**src/rtl/alu_writeback.sv**
```systemverilog
// ---------------------------------------------------------------------------
// alu_writeback
//   Writeback stage behind the ALU. It owns the architectural status register
//   and stack pointer, and it drives the register-file write port.
//
//   A MUL takes two register writes on consecutive cycles: the low half
//   (aluout1) goes to rd, then the high half (aluout2) goes to rd+1, which
//   wraps 7->0. While the high-half write is pending, stall is high and the
//   issue stage must hold. Any wb_valid presented during stall is ignored.
//
// Parameters
//   STATUS_RST  reset value of statusreg
//   STACK_RST   reset value of stack_reg
//
// Ports
//   clk             in   system clock, rising edge
//   reset           in   asynchronous active-high reset
//   wb_valid        in   ALU outputs valid this cycle
//   encoded_opcode  in   [5:0] opcode of the instruction in writeback
//   rd_addr         in   [2:0] destination register
//   aluout1         in   [15:0] primary result / MUL low half
//   aluout2         in   [15:0] MUL high half
//   status_in       in   [7:0] status computed by the ALU
//   stack_in        in   [11:0] stack pointer computed by the ALU
//   reg_we          out  register-file write enable (registered)
//   reg_waddr       out  [2:0] write address (registered)
//   reg_wdata       out  [15:0] write data (registered)
//   statusreg       out  [7:0] architectural status, fed back to the ALU
//   statusreg_eff   out  [7:0] status seen by the next instruction
//   stack_reg       out  [11:0] architectural stack pointer, fed back to the ALU
//   stall           out  high while the MUL high-half write is pending
//
// Build option
//   WB_STATUS_FWD_EN  When this macro is defined, statusreg_eff forwards
//                     status_in combinationally whenever this cycle's accept
//                     will update statusreg. When it is undefined,
//                     statusreg_eff is simply statusreg.
// ---------------------------------------------------------------------------
module alu_writeback #(
  parameter logic [7:0]  STATUS_RST = 8'h00,
  parameter logic [11:0] STACK_RST  = 12'hFFF
) (
  input  logic        clk,
  input  logic        reset,
  input  logic        wb_valid,
  input  logic [5:0]  encoded_opcode,
  input  logic [2:0]  rd_addr,
  input  logic [15:0] aluout1,
  input  logic [15:0] aluout2,
  input  logic [7:0]  status_in,
  input  logic [11:0] stack_in,
  output logic        reg_we,
  output logic [2:0]  reg_waddr,
  output logic [15:0] reg_wdata,
  output logic [7:0]  statusreg,
  output logic [7:0]  statusreg_eff,
  output logic [11:0] stack_reg,
  output logic        stall
);

  typedef enum logic {IDLE, MUL_HI} state_t;

  state_t      state_q, state_d;
  logic        reg_we_q, reg_we_d;
  logic [2:0]  reg_waddr_q, reg_waddr_d;
  logic [15:0] reg_wdata_q, reg_wdata_d;
  logic [7:0]  statusreg_q, statusreg_d;
  logic [11:0] stack_q, stack_d;
  logic [15:0] hi_data_q, hi_data_d;
  logic [2:0]  hi_addr_q, hi_addr_d;

  logic is_wr, is_mul, is_ghost, is_flag, is_stk;
  logic accept, status_upd;

  // Opcode class decode.
  always_comb begin
    is_wr    = 1'b0;
    is_mul   = 1'b0;
    is_ghost = 1'b0;
    is_flag  = 1'b0;
    is_stk   = 1'b0;
    case (encoded_opcode)
      6'o06, 6'o07, 6'o10, 6'o11, 6'o15, 6'o16,
      6'o21, 6'o22, 6'o23, 6'o24, 6'o30,
      6'o35, 6'o36, 6'o37:                   is_wr    = 1'b1;
      6'o41:                                 is_mul   = 1'b1;
      6'o25, 6'o26:                          is_ghost = 1'b1;
      6'o44, 6'o46:                          is_stk   = 1'b1;
      default: is_flag = (encoded_opcode >= 6'b101001) &&
                         (encoded_opcode <= 6'b110110);
    endcase
  end

  assign accept     = wb_valid && (state_q == IDLE);
  assign status_upd = is_wr || is_mul || is_ghost || is_flag;

  always_comb begin
    state_d     = state_q;
    reg_we_d    = 1'b0;
    reg_waddr_d = reg_waddr_q;
    reg_wdata_d = reg_wdata_q;
    statusreg_d = statusreg_q;
    stack_d     = stack_q;
    hi_data_d   = hi_data_q;
    hi_addr_d   = hi_addr_q;

    if (state_q == MUL_HI) begin
      // Second half of a MUL. The new wb_valid is ignored this cycle.
      reg_we_d    = 1'b1;
      reg_waddr_d = hi_addr_q;
      reg_wdata_d = hi_data_q;
      state_d     = IDLE;
    end else if (accept) begin
      if (status_upd) statusreg_d = status_in;
      if (is_stk)     stack_d     = stack_in;
      if (is_wr || is_mul) begin
        reg_we_d    = 1'b1;
        reg_waddr_d = rd_addr;
        reg_wdata_d = aluout1;
      end
      if (is_mul) begin
        hi_data_d = aluout2;
        hi_addr_d = rd_addr + 3'd1;   // 3-bit wrap: R7 high half lands in R0
        state_d   = MUL_HI;
      end
    end
  end

  always_ff @(posedge clk or posedge reset) begin
    if (reset) begin
      state_q     <= IDLE;
      reg_we_q    <= 1'b0;
      reg_waddr_q <= 3'd0;
      reg_wdata_q <= 16'd0;
      statusreg_q <= STATUS_RST;
      stack_q     <= STACK_RST;
      hi_data_q   <= 16'd0;
      hi_addr_q   <= 3'd0;
    end else begin
      state_q     <= state_d;
      reg_we_q    <= reg_we_d;
      reg_waddr_q <= reg_waddr_d;
      reg_wdata_q <= reg_wdata_d;
      statusreg_q <= statusreg_d;
      stack_q     <= stack_d;
      hi_data_q   <= hi_data_d;
      hi_addr_q   <= hi_addr_d;
    end
  end

  assign reg_we    = reg_we_q;
  assign reg_waddr = reg_waddr_q;
  assign reg_wdata = reg_wdata_q;
  assign statusreg = statusreg_q;
  assign stack_reg = stack_q;
  assign stall     = (state_q == MUL_HI);

`ifdef WB_STATUS_FWD_EN
  // Forward the incoming status so a back-to-back ADC/SBC sees the fresh carry.
  assign statusreg_eff = (accept && status_upd) ? status_in : statusreg_q;
`else
  assign statusreg_eff = statusreg_q;
`endif

endmodule

```
**config.mk**
```make
export PLATFORM = sky130hd
export DESIGN_NAME = alu_writeback
export DESIGN_NICKNAME = d
export VERILOG_FILES = /design/src/rtl/alu_writeback.sv
export SDC_FILE = /design/constraint.sdc
export NUM_CORES = 1
export LEC_CHECK = 0
export CAP_MARGIN = 20
export CORE_MARGIN = 2
export CORE_UTILIZATION = 45
export DETAILED_ROUTE_END_ITERATION = 12
export PLACE_DENSITY = 0.81
export SLEW_MARGIN = 20
export SYNTH_ARGS = -nofsm -noshare
export SYNTH_HDL_FRONTEND = slang
export SYNTH_SLANG_ARGS = --single-unit
```
**constraint.sdc**
```tcl
create_clock -name clk -period 2.25 [get_ports clk]
set_input_delay 0.3375 -clock clk [delete_from_list [all_inputs] [get_ports clk]]
set_output_delay 0.3375 -clock clk [all_outputs]
set_load 0.02 [all_outputs]
```
Word-level counts from Yosys, hierarchy flattened
Cells that the tools add are included.
- register bits after elaboration: 60
- latch bits: 0
- RAM bits: 0
- bits in read-only memories: 0
- output and inout bits: 49
- memories: 0
- add/sub/neg operators: 1
- $mul: 0
- divide/modulo/power cells: 0
- $lt $le $gt $ge: 2
- eq/ne operators: 19
- shift operators: 0
- multiplexer cells: 17
- bitwise logic cells: 1
- reduce and logical (&&, ||, !) cells: 15
- operator list (cell ; number):
    == test 6 x 5 -> 1 bit, second input constant ; 10
    two-way mux 16 bit ; 3
    == test 6 x 4 -> 1 bit, second input constant ; 4
    OR reduction 19 bit ; 1
    == test 6 bit, second input constant ; 3
    OR reduction 14 bit ; 1
    == test 6 x 3 -> 1 bit, second input constant ; 2
    two-way mux 1 bit ; 11
    two-way mux 3 bit ; 3
    AND reduction 3 bit ; 3
    greater-or-equal comparator 6 bit, second input constant ; 1
    less-or-equal comparator 6 bit, second input constant ; 1
    nonzero test 2 bit ; 2
    OR reduction 2 bit ; 2
    adder 3 x 1 -> 3 bit, second input constant ; 1
    logical OR 1 bit ; 3
    logical AND 1 bit ; 2
    AND reduction 2 bit ; 1
    inverter 1 bit ; 1

Logic depth before layout (Yosys ltp)
- word-level depth: 7
- gate-level depth with buffers: 8

Worst setup path before layout
Ideal clock, no wire load.
- path type: input -> register
- from: input port encoded_opcode[1]
- to: register reg_waddr_q[1] (netlist: reg_waddr[1])
- library setup time: 0.126 ns
- arrival time: 1.650 ns
- path slack: 0.474 ns
- stages: 8
- path through: clkbuf_8 > and4bb_1 > a211oi_2 > and4_1 > buf_6 > buf_8 > nor4b_1 > a221o_1
- cells in the longest elaborated chain, start to end: 6
- RTL lines (item ; line ; text):
    start, declared ; 46 ; input logic [5:0] encoded_opcode,
    == test 6 x 3 -> 1 bit, or another cell as far along ; 82 ; case (encoded_opcode)
    OR reduction 14 bit ; - ;
    two-way mux 1 bit ; 82 ;
    logical OR 1 bit * ; 116 ; if (is_wr || is_mul) begin
    nonzero test 2 bit (no source line) * ; - ;
    AND reduction 2 bit (no source line) * ; - ;
    end signal, assigned ; 142 ; reg_waddr_q <= reg_waddr_d;
    end, declared ; 65 ; logic [2:0] reg_waddr_q, reg_waddr_d;
Every way passes the cells marked *; elsewhere a longest branch is shown, timed or not.
A chain may end at the register's enable or synchronous reset.

Worst setup path in the final report
- from: input port encoded_opcode[1]
- to: register reg_wdata_q[6] (netlist: reg_wdata[6])
- cells in the longest elaborated chain, start to end: 6
- RTL lines (item ; line ; text):
    == test 6 x 3 -> 1 bit, or another cell as far along ; 82 ;
    OR reduction 14 bit ; - ;
    two-way mux 1 bit ; 82 ;
    logical OR 1 bit * ; 116 ;
    nonzero test 2 bit (no source line) * ; - ;
    AND reduction 2 bit (no source line) * ; - ;
    end signal, assigned ; 143 ; reg_wdata_q <= reg_wdata_d;
    end, declared ; 66 ; logic [15:0] reg_wdata_q, reg_wdata_d;
Marked as above.

==> impl_summary.txt <==
----------------------------------------------------
[Critical path]
  Worst path max stage delay ... 0.65 ns
  Critical path data required time ... 2.46 ns
  Critical Path Start Type ... primary input
  CP endpoint kind ... flip-flop
  Worst R2R Path Depth ... 5
  R2R Path End ... hi_data_q[3]
  CP Buf/Inv Count ... 2
  Critical path cell sequence ... clkdlybuf4s50_1 -> and4bb_2 -> a211oi_2 -> and4_1 -> buf_12 -> nor4b_1 -> a221o_1
  Dominant delay contributor by cell family on the critical path ... buffers and inverters
  Critical path type ... primary input to flip-flop
  Slack of the worst reg-to-reg path ... 0.67 ns
  Arrival time at the worst endpoint ... 2.23 ns
  Standard cell with the maximum stage delay on the critical path ... sky130_fd_sc_hd__clkdlybuf4s50_1
  Crit-path max FO ... 19
  Reg-to-reg critical path startpoint ... stall

[CTS]
  CTS tree ... yes
  CTS H-tree depth ... 3
  Clock insertion delay at the later pin of the skew report ... 0.33 ns
  Clock slew at the register clock pins of the worst setup and hold paths ... 0.07 ns
  Cts-stage hold buffer count ... 0
  Quantity of gates resized following cts ... 0
  Maximum clock insertion buffer count ... 2
  Total clock buffers created by CTS ... 9
  Cell chosen for the clock root ... sky130_fd_sc_hd__clkbuf_8
  Postcts setup bufs ... 0
  Clock Sink Count ... 60

[Synth]
  Commonest cells in the synthesized netlist ... 48 x sky130_fd_sc_hd__dfrtp_1, 37 x sky130_fd_sc_hd__mux2_2, 19 x sky130_fd_sc_hd__a221o_1, 19 x sky130_fd_sc_hd__nor2b_1
  Fraction of synthesis flops using an asynchronous set or reset pin ... 100%
  Gate Count Post-Synth ... 228
  Yosys top cell area share ... 39.4%
  Count of different cell masters after synthesis ... 44
  Post-synth EDFFs ... 0
  Top-count cell post-synth ... sky130_fd_sc_hd__dfrtp_1
  Cell types with the largest area share after synthesis ... sky130_fd_sc_hd__dfrtp_1 39%, sky130_fd_sc_hd__mux2_2 14%, sky130_fd_sc_hd__dfstp_2 10%
  Top FF cell, synth ... sky130_fd_sc_hd__dfrtp_1
  Post-synthesis net count ... 293
  Mean Syn Cell Area ... 13.4 um^2
  Part of the Yosys area used for sequential elements ... 49.7%
  #FFs+latches synth ... 60
  Synthesized area ... 3050 um^2
  Synthesis Warnings ... 0
  Most area-hungry cell type in the Yosys netlist ... sky130_fd_sc_hd__dfrtp_1

[Run status]
  Run status ... complete, no violations

[Timing]
  Final Hold Vio Count ... 0
  Tightest Pin Transition ... 0.713 ns
  Minimum period implied by the final worst setup slack ... 2.01 ns
  Count of final setup violators ... 0
  Worst hold slack across all endpoints ... 0.441 ns
  Maximum frequency from static timing analysis ... 0.497 GHz
  Max transition margin ... 52.4%
  Setup clock skew after layout ... 0.0107 ns
  Total count of max-transition violations in the final report ... 0
  Worst Slack Setup Final ... 0.239 ns
  Unrepaired setup endpoints after global routing ... false
  Period Utilization, post-route ... 89.4%

[GRT]
  Number of global-route vias before repair ... 2304
  Global-route wire length before repair ... 10.8 mm
  GRT Overall Usage ... 18.7%
  Total gr overflow ... 0
  Maximum number of pins on one net before global-route repair ... 34
  Number of antenna violations at the first check in global routing ... 0

[Cells and area]
  Final cell utilization of the core ... 65.1%
  Diode count ... 0
  Ratio of cells with drive above 1 in the final layout ... 28.2%
  Number of nets in the layout ... 404
  Area Growth Syn to Fin ... 42.6%

[Routing]
  Wire length reported by the detailed router ... 6.86 mm
  Post-DR vias/cell ... 5.26
  Number of optimization iterations in the first detailed-route pass ... 4
  Drt initial violations ... 82
  ANT nets after route ... 0
  Post-detailed-route wirelength per cell ... 16.2 um
  Count of unresolved DRC violations after routing ... 0
  Via total after detailed routing ... 2232

[Pwr]
  Power per standard cell area ... 785 nW/um^2
  Sequential group share of total power ... 41.9%
  Static Leak ... 1.83 nW
  Maximum ir drop on the vdd rail ... 0.430 mV
  Switching power ... 1.04 mW
  Internal cell power ... 2.38 mW
  Share of power burned in the clock network ... 23.5%
  Combinational Power Share ... 34.6%
  Design Power ... 3.41 mW
  Switching share of total power ... 30.3%

[Placed design]
  Post-detail-place hpwl ... 4.97 mm
  Minimum setup slack after placement ... -0.106 ns
  Routability congestion estimate from global placement ... 0.761
  # port buffers ... 112

[Die]
  Floorplan die height ... 86.4 um
  Area of the core ... 6680 um^2
  Number of ports placed on the die boundary ... 113
  Die W ... 86.4 um
  Initial cell density of the core ... 45.7%
  Die Area ... 7460 um^2
  Rows ... 30

[Flow run]
  Total of max-cap violations ... 0

[Min path]
  Worst min-delay path category ... primary input to async pin

----------------------------------------------------
-- cell type report --
class	instances	area, um^2
inverters	2	7.51
fillers	530	2330
well taps	80	100
multi-input cells	138	1290
clock buffers	11	131
clock inverters	5	28.8
flip-flops and latches	60	1520
repair buffers	128	1280
-- stage by stage --
step,std cells,instance area [um^2],TNS (ns)
2_1_floorplan,228,3050,0
3_3_place_gp,408,4190,-1.05
3_5_place_dp,408,4190,-2.20
4_1_cts,424,4350,0
5_1_grt,424,4350,0
6_report,424,4350,0
-- cell families (layout without fill, tap and decap cells) --
| logic type | after synthesis | count (layout) | synth area share [%] |
|---|---|---|---|
| AO/OA/AOI/OAI | 30 | 30 | 8.81 |
| multiplexers | 37 | 37 | 13.7 |
| AND/OR/NAND/NOR | 66 | 66 | 18.1 |
| adder cells (fa/ha/maj) | 1 | 1 | 0.410 |
| flip-flops | 60 | 60 | 49.7 |
| buffers and inverters | 30 | 146 | 8.16 |
| XOR/XNOR | 4 | 4 | 1.15 |
-- worst register-to-register path, stage by stage, from the launching register on --
cell	delay, ns
sky130_fd_sc_hd__dfrtp_2	0.42
sky130_fd_sc_hd__nor2b_1	0.27
sky130_fd_sc_hd__and3_1	0.23
sky130_fd_sc_hd__nand2_1	0.09
sky130_fd_sc_hd__buf_12	0.17
sky130_fd_sc_hd__mux2_2	0.28
-- worst max-delay path by stage --
stage,startpoint,to,cells after the start
after CTS,encoded_opcode[1],reg_wdata[2],6
after floorplan,reset,hi_addr_q[0],1
after detailed placement,encoded_opcode[1],reg_wdata[6],6
final,encoded_opcode[1],reg_wdata[6],7
after global placement,encoded_opcode[1],reg_wdata[10],6
after global routing,encoded_opcode[1],statusreg[3],7
-- per-layer routing --
layer	vias up	track usage, %	part of all wire, %
met5	-	0	0
met4	0	7.53	3.1
met3	18	5.05	4.2
met2	59	30.7	52
met1	1106	23.5	41
li1	1049	-	-
-- power groups by stage --
stage / registers, mW / logic [mW] / clock network, mW
finish: 1.43 / 1.18 / 0.801
detailed placement: 1.45 / 1.19 / 0
global route: 1.46 / 1.25 / 0.876
floorplan: 1.63 / 0.461 / 0
CTS: 1.43 / 1.19 / 0.821
global placement: 1.44 / 1.17 / 0
-- placed cells by master (no fill, tap or decap), types with 2 or more instances in the layout --
cell type	instances
sky130_fd_sc_hd__clkbuf_8	9
sky130_fd_sc_hd__mux2_2	37
sky130_fd_sc_hd__nand2_1	3
sky130_fd_sc_hd__and2b_1	4
sky130_fd_sc_hd__clkinv_2	4
sky130_fd_sc_hd__buf_4	13
sky130_fd_sc_hd__clkdlybuf4s50_1	112
sky130_fd_sc_hd__nor2_1	3
sky130_fd_sc_hd__nand3_1	3
sky130_fd_sc_hd__and2b_2	2
sky130_fd_sc_hd__dfstp_2	12
sky130_fd_sc_hd__nor2b_1	19
sky130_fd_sc_hd__o21ai_0	5
sky130_fd_sc_hd__a221o_1	19
sky130_fd_sc_hd__buf_12	3
sky130_fd_sc_hd__nor4b_2	7
sky130_fd_sc_hd__nor4b_1	12
sky130_fd_sc_hd__nor3b_1	2
sky130_fd_sc_hd__xnor2_1	3
sky130_fd_sc_hd__clkbuf_1	2
sky130_fd_sc_hd__dfrtp_1	47
(Power assumes the default switching activity.)
